### config.mk
export PLATFORM = sky130hd
export DESIGN_NAME = barrel_spawner
export DESIGN_NICKNAME = d
export VERILOG_FILES = /design/src/rtl/barrel_spawner.sv
export SDC_FILE = /design/constraint.sdc
export NUM_CORES = 1
export LEC_CHECK = 0
export ABC_AREA = 1
export CORE_ASPECT_RATIO = 1.25
export CORE_UTILIZATION = 39
export CTS_CLUSTER_DIAMETER = 40
export DETAILED_ROUTE_END_ITERATION = 12
export PLACE_DENSITY_LB_ADDON = 0.3
export RECOVER_POWER = 100
export SYNTH_ARGS = -nofsm -noshare
export SYNTH_HDL_FRONTEND = slang
export SYNTH_SLANG_ARGS = --single-unit
### constraint.sdc
create_clock -name clk -period 3.8 [get_ports clk]
set_input_delay 0.76 -clock clk [delete_from_list [all_inputs] [get_ports clk]]
set_output_delay 0.76 -clock clk [all_outputs]
set_load 0.02 [all_outputs]
### src/rtl/barrel_spawner.sv
// barrel_spawner: launches barrels into four slots on Kong drop events and moves them roll/fall/retire.
// Optional feature macro: BARREL_RETIRE_COUNT_EN builds the saturating retired-barrel counter.
module barrel_spawner #(
    parameter int SPAWN_X   = 160,
    parameter int SPAWN_Y   = 100,
    parameter int X_MIN     = 16,
    parameter int X_MAX     = 600,
    parameter int SPEED     = 2,
    parameter int FLOOR_GAP = 64,
    parameter int Y_BOTTOM  = 420
) (
    input  logic        clk,
    input  logic        rst,
    input  logic        kong_state,
    input  logic [1:0]  kong_anim,
    input  logic        tick,
    output logic [3:0]  barrel_valid,
    output logic [39:0] barrel_x,
    output logic [35:0] barrel_y,
    output logic [3:0]  barrel_falling,
    output logic        spawn_miss,
    output logic        retire,
    output logic [7:0]  retired_count
);
    // bit 0 = slot active, bit 1 = falling, so both outputs come straight off flops
    localparam logic [1:0] IDLE = 2'b00, ROLL = 2'b01, FALL = 2'b11;
    logic [1:0] st[4], st_n[4];
    logic [9:0] x[4], x_n[4];
    logic [8:0] y[4], y_n[4];
    logic       dir[4], dir_n[4];
    logic [6:0] cnt[4], cnt_n[4];
    logic [1:0] prev_anim;
    logic [3:0] ret_n;
    logic [1:0] slot;
    logic       free, drop;
    assign drop = kong_state && kong_anim == 2'b11 && prev_anim != 2'b11;
    // lowest-index slot that was idle before this edge
    always_comb begin
        free = 1'b0;
        slot = 2'd0;
        for (int i = 3; i >= 0; i--)
            if (!st[i][0]) begin
                free = 1'b1;
                slot = 2'(i);
            end
    end
    // next-state: per-slot movement on tick, then a spawn overrides the claimed idle slot
    always_comb begin
        for (int i = 0; i < 4; i++) begin
            st_n[i]  = st[i];
            x_n[i]   = x[i];
            y_n[i]   = y[i];
            dir_n[i] = dir[i];
            cnt_n[i] = cnt[i];
            ret_n[i] = 1'b0;
            if (tick && st[i] == ROLL) begin
                if (!dir[i]) begin
                    if ({1'b0, x[i]} + 11'(SPEED) >= 11'(X_MAX)) begin
                        x_n[i]   = 10'(X_MAX);
                        cnt_n[i] = 7'd0;
                        st_n[i]  = FALL;
                    end else
                        x_n[i] = x[i] + 10'(SPEED);
                end else begin
                    if ({1'b0, x[i]} <= 11'(X_MIN + SPEED)) begin
                        x_n[i]   = 10'(X_MIN);
                        cnt_n[i] = 7'd0;
                        st_n[i]  = FALL;
                    end else
                        x_n[i] = x[i] - 10'(SPEED);
                end
            end else if (tick && st[i] == FALL) begin
                y_n[i]   = y[i] + 9'd1;
                cnt_n[i] = cnt[i] + 7'd1;
                if (cnt[i] == 7'(FLOOR_GAP - 1)) begin
                    if ({1'b0, y[i]} + 10'd1 >= 10'(Y_BOTTOM)) begin
                        st_n[i]  = IDLE;
                        x_n[i]   = 10'd0;
                        y_n[i]   = 9'd0;
                        dir_n[i] = 1'b0;
                        ret_n[i] = 1'b1;
                    end else begin
                        dir_n[i] = ~dir[i];
                        st_n[i]  = ROLL;
                    end
                end
            end
            if (drop && free && slot == 2'(i)) begin
                st_n[i]  = ROLL;
                x_n[i]   = 10'(SPAWN_X);
                y_n[i]   = 9'(SPAWN_Y);
                dir_n[i] = 1'b0;
                cnt_n[i] = 7'd0;
            end
        end
    end
    // state register; leaving play clears everything like a reset
    always_ff @(posedge clk) begin
        if (rst || !kong_state) begin
            for (int i = 0; i < 4; i++) begin
                st[i]  <= IDLE;
                x[i]   <= 10'd0;
                y[i]   <= 9'd0;
                dir[i] <= 1'b0;
                cnt[i] <= 7'd0;
            end
            prev_anim  <= 2'b00;
            spawn_miss <= 1'b0;
            retire     <= 1'b0;
        end else begin
            for (int i = 0; i < 4; i++) begin
                st[i]  <= st_n[i];
                x[i]   <= x_n[i];
                y[i]   <= y_n[i];
                dir[i] <= dir_n[i];
                cnt[i] <= cnt_n[i];
            end
            prev_anim  <= kong_anim;
            spawn_miss <= drop && !free;
            retire     <= |ret_n;
        end
    end
    // output packing of the slot registers
    always_comb begin
        barrel_valid   = '0;
        barrel_falling = '0;
        barrel_x       = '0;
        barrel_y       = '0;
        for (int i = 0; i < 4; i++) begin
            barrel_valid[i]     = st[i][0];
            barrel_falling[i]   = st[i][1];
            barrel_x[10*i +: 10] = x[i];
            barrel_y[9*i +: 9]   = y[i];
        end
    end
`ifdef BARREL_RETIRE_COUNT_EN
    logic [2:0] n_ret;
    assign n_ret = 3'(ret_n[0]) + 3'(ret_n[1]) + 3'(ret_n[2]) + 3'(ret_n[3]);
    // saturating retire counter, survives game over
    always_ff @(posedge clk) begin
        if (rst)
            retired_count <= 8'd0;
        else if (kong_state)
            retired_count <= (9'(retired_count) + 9'(n_ret) > 9'd255) ? 8'd255 : retired_count + 8'(n_ret);
    end
`else
    assign retired_count = 8'd0;
`endif
endmodule

==> results.py, run 1 <==
metrics = {
    "grt": {
        "grt_pass1_wl_mm": 36.91,
        "grt_max_degree": 26,
        "grt_pass1_vias": 7916,
        "grt_usage": 0.2065,
        "grt-ovfl-total": 0,
        "grt_antenna_before_repair": 0,
    },
    "clock_network": {
        "cts_buffers": 17,
        "clk_latency_ps": 420,
        "tritoncts": "done",
        "cts-root-buf": "clkbuf_16",
        "cts.path.max_buffers": 2,
        "clkSinkCount": 116,
        "path_clk_slew_ps": 50,
        "post_cts_buffers": 0,
        "htreeDepth": 4,
        "ctsResizeCount": 0,
        "holdBufCountCts": 0,
    },
    "cells_and_area": {
        "syn_to_final_growth_pct": 18.84,
        "antenna_cells": 0,
        "layout_commonest_cell": "nand2_1",
        "multi_input_area_um2": 4985,
        "layout_common_cells": "nand2_1, nor2_1, inv_1",
        "final_net_count": 1451,
        "regArea_um2": 2322,
        "nFillCells": 2136,
        "drive_above_1_share": 0.04679,
    },
    "synth": {
        "synthSimpleGateAreaFrac": 0.4151,
        "synth_flop_cell": "dfxtp_1",
        "synth_edf_count": 0,
        "yosysSeqAreaShare": 0.2843,
        "ys_warn_count": 0,
        "synth_cells": 1336,
        "muxShareOfSynthArea": 0,
        "synth_cell_types": 46,
        "synth-seq-cells": 116,
        "synth_xor_area_frac": 0.03324,
        "synth_top_family_by_area": "simple AND/OR/NAND/NOR gates",
        "async_reset_ff_frac": 0,
        "synthAdderAreaFrac": 0.03676,
        "syn_avg_cell_area_um2": 6.114,
        "synth-compound-area-share": 0.1299,
        "syn_area_um2": 8168,
    },
    "worst_setup_path": {
        "startpoint_type": "input port",
        "worst_path_dominant_cell_family": "simple AND/OR/NAND/NOR gates",
        "cp-end-kind": "flip-flop",
        "cpMostUsedCell": "nand2_1",
        "ff2ff_path_depth": 14,
        "path_depth": 11,
        "crit_end": "cnt[0][6]",
        "critical_path_class": "input port to flip-flop",
        "max_stage_delay_ps": 660,
        "cp_data_arrival_time_ps": 3240,
        "crit_start": "tick",
        "crit_chain": "dlygate4sd3_1 > nand2_1 > nor2_1 > buf_4 > inv_1 > a21oi_1 > nand2_1 > nand2_1 > nand2_1 > nand2_1 > nor2_1",
        "ff2ff_setup_slack_ps": 1210,
        "crit_slowest_cell": "dlygate4sd3_1",
        "path_buf_inv": 3,
        "crit_fanout": 13,
        "r2r_end": "x[3][1]",
        "required_ps": 4090,
        "r2r_start": "y[3][1]",
    },
    "sta": {
        "slew_headroom": 0.5149,
        "tns_ps": 0,
        "slew_viol_final": 0,
        "finalSetupViolCount": 0,
        "finalHoldViolations": 0,
        "worst_slack_ps": 851.2,
        "finalCritPeriodShare": 0.7760,
        "whs_ps": 457.6,
        "worstMarginPinSlew_ps": 724.9,
        "period_minus_slack_ps": 2949,
        "timing.fmax_ghz": 0.3391,
        "rsz0062_at_grt": "false",
        "fin_skew_ps": 8.919,
    },
    "job": {
        "drv_cap": 0,
    },
    "route": {
        "vias_per_cell": 5.053,
        "wl_mm": 21.28,
        "firstDrtPassIters": 5,
        "antenna_left": 0,
        "remaining_drc_errors": 0,
        "routedWlPerCell_um": 12.50,
        "vias": 8600,
        "drt_iter0_markers": 541,
    },
    "run_status": {
        "status": "completed",
    },
    "floorplanning": {
        "die_area_um2": 21530,
        "die_width_um": 131.4,
        "fp.coreArea_um2": 20320,
        "start_util": 0.4020,
        "io_pins": 100,
        "rows": 58,
        "dieHeight_um": 163.8,
    },
    "power_and_ir_drop": {
        "cellPowerDensity_nw_per_um2": 286.8,
        "power_w": 0.002784,
        "irDropWorstVdd_v": 0.0003121,
        "power_leakage_nw": 4.273,
    },
    "worst_hold_path": {
        "holdPathStages": 2,
        "hold_path.class": "flip-flop to flip-flop",
    },
    "placed_design": {
        "dp_hpwl_mm": 15.78,
        "gp_congestion": 0.8826,
        "pre_cts_slack_ps": 751.6,
        "io_buffer_count": 87,
    },
}
## metal layers
layer	GRT usage	up-vias	wire, um
met2	0.3610	198	10120
met1	0.2549	3898	9960
met5	0	-	0
met4	0.07558	0	314
met3	0.03333	25	883
li1	-	4479	-
## sequential cells by signal, indices dropped and copies added, names as in the netlist
| name | count |
|---|---|
| prev_anim | 2 |
| retire | 1 |
| x | 36 |
| st | 8 |
| dir | 4 |
| spawn_miss | 1 |
| y | 36 |
| cnt | 28 |
## worst min path at each step
stage                     startpoint  slack (ps)   endpoint
after floorplan            cnt[1][3]         440  cnt[1][3]
after global placement     cnt[2][3]         450  cnt[2][3]
after detailed placement   cnt[3][3]         450  cnt[3][3]
after CTS                  cnt[3][3]         460  cnt[3][3]
after global routing       cnt[3][3]         490  cnt[3][3]
final                      cnt[3][3]         460  cnt[3][3]
## final cells by class
class                      instances  share of cell area
clock buffer                      25             0.05104
clock inverter                     5            0.005156
inverter                         162             0.06264
multi-input combinational       1031              0.5135
sequential                       116              0.2392
tap                              270             0.03480
timing repair buffer              93             0.09358
## worst register-to-register path: stages (launching register included)
cell	delay (ps)
dfxtp_1	520
ha_1	280
nand2_2	80
nor2_1	260
nand2_1	120
nand2_1	70
nand2_1	60
nor2_1	100
nand3_1	110
nand2_1	160
nand2_1	250
nand2_1	190
nand2_4	110
nand2_1	80
a21oi_1	60
## logic make-up (layout without fill, tap and decap cells)
group                      count (synthesis)  count (layout)
DFF                                      116             116
and+or+nand+nor                          766             766
buffers and inverters                    200             285
xor gates and xnor gates                  31              31
other                                      1              12
AOI/OAI and AO/OA                        198             198
adders and majority gates                 24              24
## through the flow
step                instance area, um^2  std cells    util
floorplan                          8209       1347       -
global placement                   9253       1672  0.4554
detailed placement                 9253       1672  0.4554
CTS                                9798       1702  0.4822
global route                       9707       1702  0.4777
finish                             9707       1702  0.4777
## where the power goes
| part | total [W] | internal, W | switching (W) |
|---|---|---|---|
| clock | 0.00149 | 0.000955 | 0.000539 |
| sequential | 0.00122 | 0.00122 | 0.00000311 |
| combinational | 0.0000671 | 0.0000157 | 0.0000514 |
## cell usage after synthesis, drive strengths merged, types with 2 or more instances
cell / instances / area [um^2]
xor2: 27 / 236.5
ha: 24 / 300.3
nor3: 11 / 65.06
nand3: 134 / 685.7
or2: 6 / 37.53
xnor2: 4 / 35.03
a31oi: 10 / 62.56
clkbuf: 17 / 65.06
dfxtp: 116 / 2322
nor4: 5 / 31.28
o211ai: 4 / 30.03
nor3b: 12 / 90.09
clkinv: 9 / 33.78
nand2: 400 / 1602
nand4: 24 / 150.1
a21oi: 120 / 615.6
nand3b: 7 / 52.55
inv: 153 / 574.3
o21ai: 55 / 279.0
nor2: 165 / 661.9
a21boi: 2 / 22.52
buf: 21 / 145.1
No activity file was read; power rests on OpenSTA's default activity.
==> run 2: changes to the inputs <==
==> constraint.sdc (replaced) <==
create_clock -name clk -period 3.1 [get_ports clk]
set_input_delay 0.62 -clock clk [delete_from_list [all_inputs] [get_ports clk]]
set_output_delay 0.62 -clock clk [all_outputs]
set_load 0.02 [all_outputs]
==> run 2 against run 1 <==
Effect of this change: sequential cell count unchanged; cell count grew 0.71%; core utilization up 0.55 points; critical path depth down 1; worst setup slack lost 310 ps; first-iteration DRC count fell by 1.1%; combinational power increased by 25%; clock power up 34%; sequential share of layout area fell by 0.27 points; wire length down 0.18%; via count fell by 0.29%; critical endpoint is now cnt[2][6].
==> results.py, run 2 (synthesis gave the netlist of run 1 again) <==
metrics = {
    "run_status": {
        "status": "completed",
    },
    "cells_and_area": {
        "top_regs": "x x36, y x36, cnt x28",
        "syn_to_final_growth_pct": 20.21,
        "final_net_count": 1461,
        "drive_above_1_share": 0.05125,
        "antenna_cells": 0,
        "layout_commonest_cell": "nand2_1",
        "stdcell_count": 1714,
        "layout_common_cells": "nand2_1, nor2_1, inv_1",
        "fin_util": 0.4832,
    },
    "placed_design": {
        "dp.cells": 1682,
        "io_buffer_count": 87,
        "dp_hpwl_mm": 15.63,
        "gp_congestion": 0.8933,
    },
    "clock_network": {
        "htreeDepth": 4,
        "path_clk_slew_ps": 50,
        "cts_buffers": 17,
        "clk_latency_ps": 420,
        "cts.path.max_buffers": 2,
        "cts-root-buf": "clkbuf_16",
        "clkSinkCount": 116,
        "post_cts_buffers": 0,
        "tritoncts": "done",
        "ctsResizeCount": 0,
        "holdBufCountCts": 0,
    },
    "worst_setup_path": {
        "crit_chain": "dlygate4sd3_1 > nand2_1 > nor2_1 > nand2_1 > inv_1 > nand2_1 > nand2_4 > nand2_1 > nand2_1 > nor2_1",
        "cpMostUsedCell": "nand2_1",
        "critical_path_class": "input port to flip-flop",
        "cp_data_arrival_time_ps": 2850,
        "cp-end-kind": "flip-flop",
        "required_ps": 3390,
        "crit_fanout": 10,
        "worst_path_dominant_cell_family": "simple AND/OR/NAND/NOR gates",
        "crit_slowest_cell": "dlygate4sd3_1",
        "max_stage_delay_ps": 650,
        "startpoint_type": "input port",
        "path_buf_inv": 2,
    },
    "sta": {
        "period_minus_slack_ps": 2562,
        "timing.fmax_ghz": 0.3903,
        "finalSetupViolCount": 0,
        "worstMarginPinSlew_ps": 710.0,
        "fin_skew_ps": 6.474,
        "slew_viol_final": 0,
        "slew_headroom": 0.5267,
        "finalCritPeriodShare": 0.8265,
        "finalHoldViolations": 0,
        "tns_ps": 0,
        "rsz0062_at_grt": "false",
    },
    "floorplanning": {
        "start_util": 0.4020,
        "fp.coreArea_um2": 20320,
        "die_area_um2": 21530,
        "dieHeight_um": 163.8,
        "io_pins": 100,
        "die_width_um": 131.4,
        "rows": 58,
    },
    "power_and_ir_drop": {
        "cellPowerDensity_nw_per_um2": 365.2,
        "seqPwrFrac": 0.418,
        "p_sw_w": 0.0007723,
        "irDropWorstVdd_v": 0.0003458,
        "switching_share": 0.2154,
        "power.internal_w": 0.002814,
        "power_w": 0.003586,
        "power_leakage_nw": 4.331,
        "pwr-share-comb": 0.023,
        "pwr-share-clk": 0.559,
    },
    "route": {
        "vias_per_cell": 5.003,
        "firstDrtPassIters": 7,
        "routedWlPerCell_um": 12.39,
        "wl_mm": 21.24,
        "antenna_left": 0,
        "remaining_drc_errors": 0,
        "vias": 8575,
        "drt_iter0_markers": 535,
    },
    "grt": {
        "grt_usage": 0.2003,
        "grt_antenna_before_repair": 0,
        "grt_pass1_vias": 7724,
        "grt-ovfl-total": 0,
        "grt_max_degree": 26,
        "grt_pass1_wl_mm": 35.80,
    },
    "job": {
        "drv_cap": 0,
    },
    "worst_hold_path": {
        "hold_path.class": "flip-flop to flip-flop",
    },
}
run 2: cell count changes in the layout (fill, tap and decap cells not counted), moves of 2 or more:
cell        change
bufinv_16       +2
clkinvlp_4      +2
nand2_2         -4
nand2_1         +5
buf_4           +9
clkbuf_8        -2
run 2: layer usage:
metal,track usage,routed length (um),vias to the layer above
li1,-,-,4498
met1,0.2560,9985,3866
met2,0.3393,10030,183
met3,0.03395,884,28
met4,0.06977,342,0
met5,0,0,-
run 2: layout make-up:
class                   count  area [um^2]
multi-input cells        1031         4976
clock inverters            10        130.1
well taps                 270        337.8
flip-flops and latches    116         2322
inverters                 162        608.1
repair buffers            103        979.7
clock buffers              22        464.2
fillers                  2099        10500
run 2: worst paths after layout:
check	endpoint	slack, ps	start	depth (start not counted)
worst max-delay path	cnt[2][6]	540	tick	10
worst min-delay path	cnt[2][3]	460	cnt[2][3]	2
worst max register to register	cnt[0][6]	550	x[0][1]	12
worst min register to register	cnt[2][3]	460	cnt[2][3]	2
run 2: worst reg2reg max path, cell delays in order (launching register included):
cell	delay, ps
dfxtp_1	490
ha_1	240
nand3_1	170
nor2_1	210
nand3_1	110
xor2_1	240
nand2_1	130
nand3_1	140
nand2_1	210
nand2_1	290
nand2_1	80
nand2_1	60
nor2_1	40
run 2: power groups by stage:
| stage | Sequential (W) | Clock, W | Combinational (W) |
|---|---|---|---|
| 2_1_floorplan | 0.00153 | 0 | 0.0000656 |
| 3_3_place_gp | 0.00153 | 0 | 0.0000891 |
| 3_5_place_dp | 0.00153 | 0 | 0.0000894 |
| 4_1_cts | 0.00150 | 0.00204 | 0.0000896 |
| 5_1_grt | 0.00150 | 0.00211 | 0.0000935 |
| 6_report | 0.00150 | 0.00200 | 0.0000841 |
run 2: per-stage QoR:
stage | hold WS (ps) | worst slack [ps] | area (um^2)
after CTS | 460.3 | 805.4 | 9935
after global placement | 448.9 | 414.6 | 9340
after global routing | 476.9 | 269.1 | 9818
final | 460.5 | 537.8 | 9818
after detailed placement | 451.8 | 376.6 | 9340
after floorplan | 439.3 | 1054 | 8209
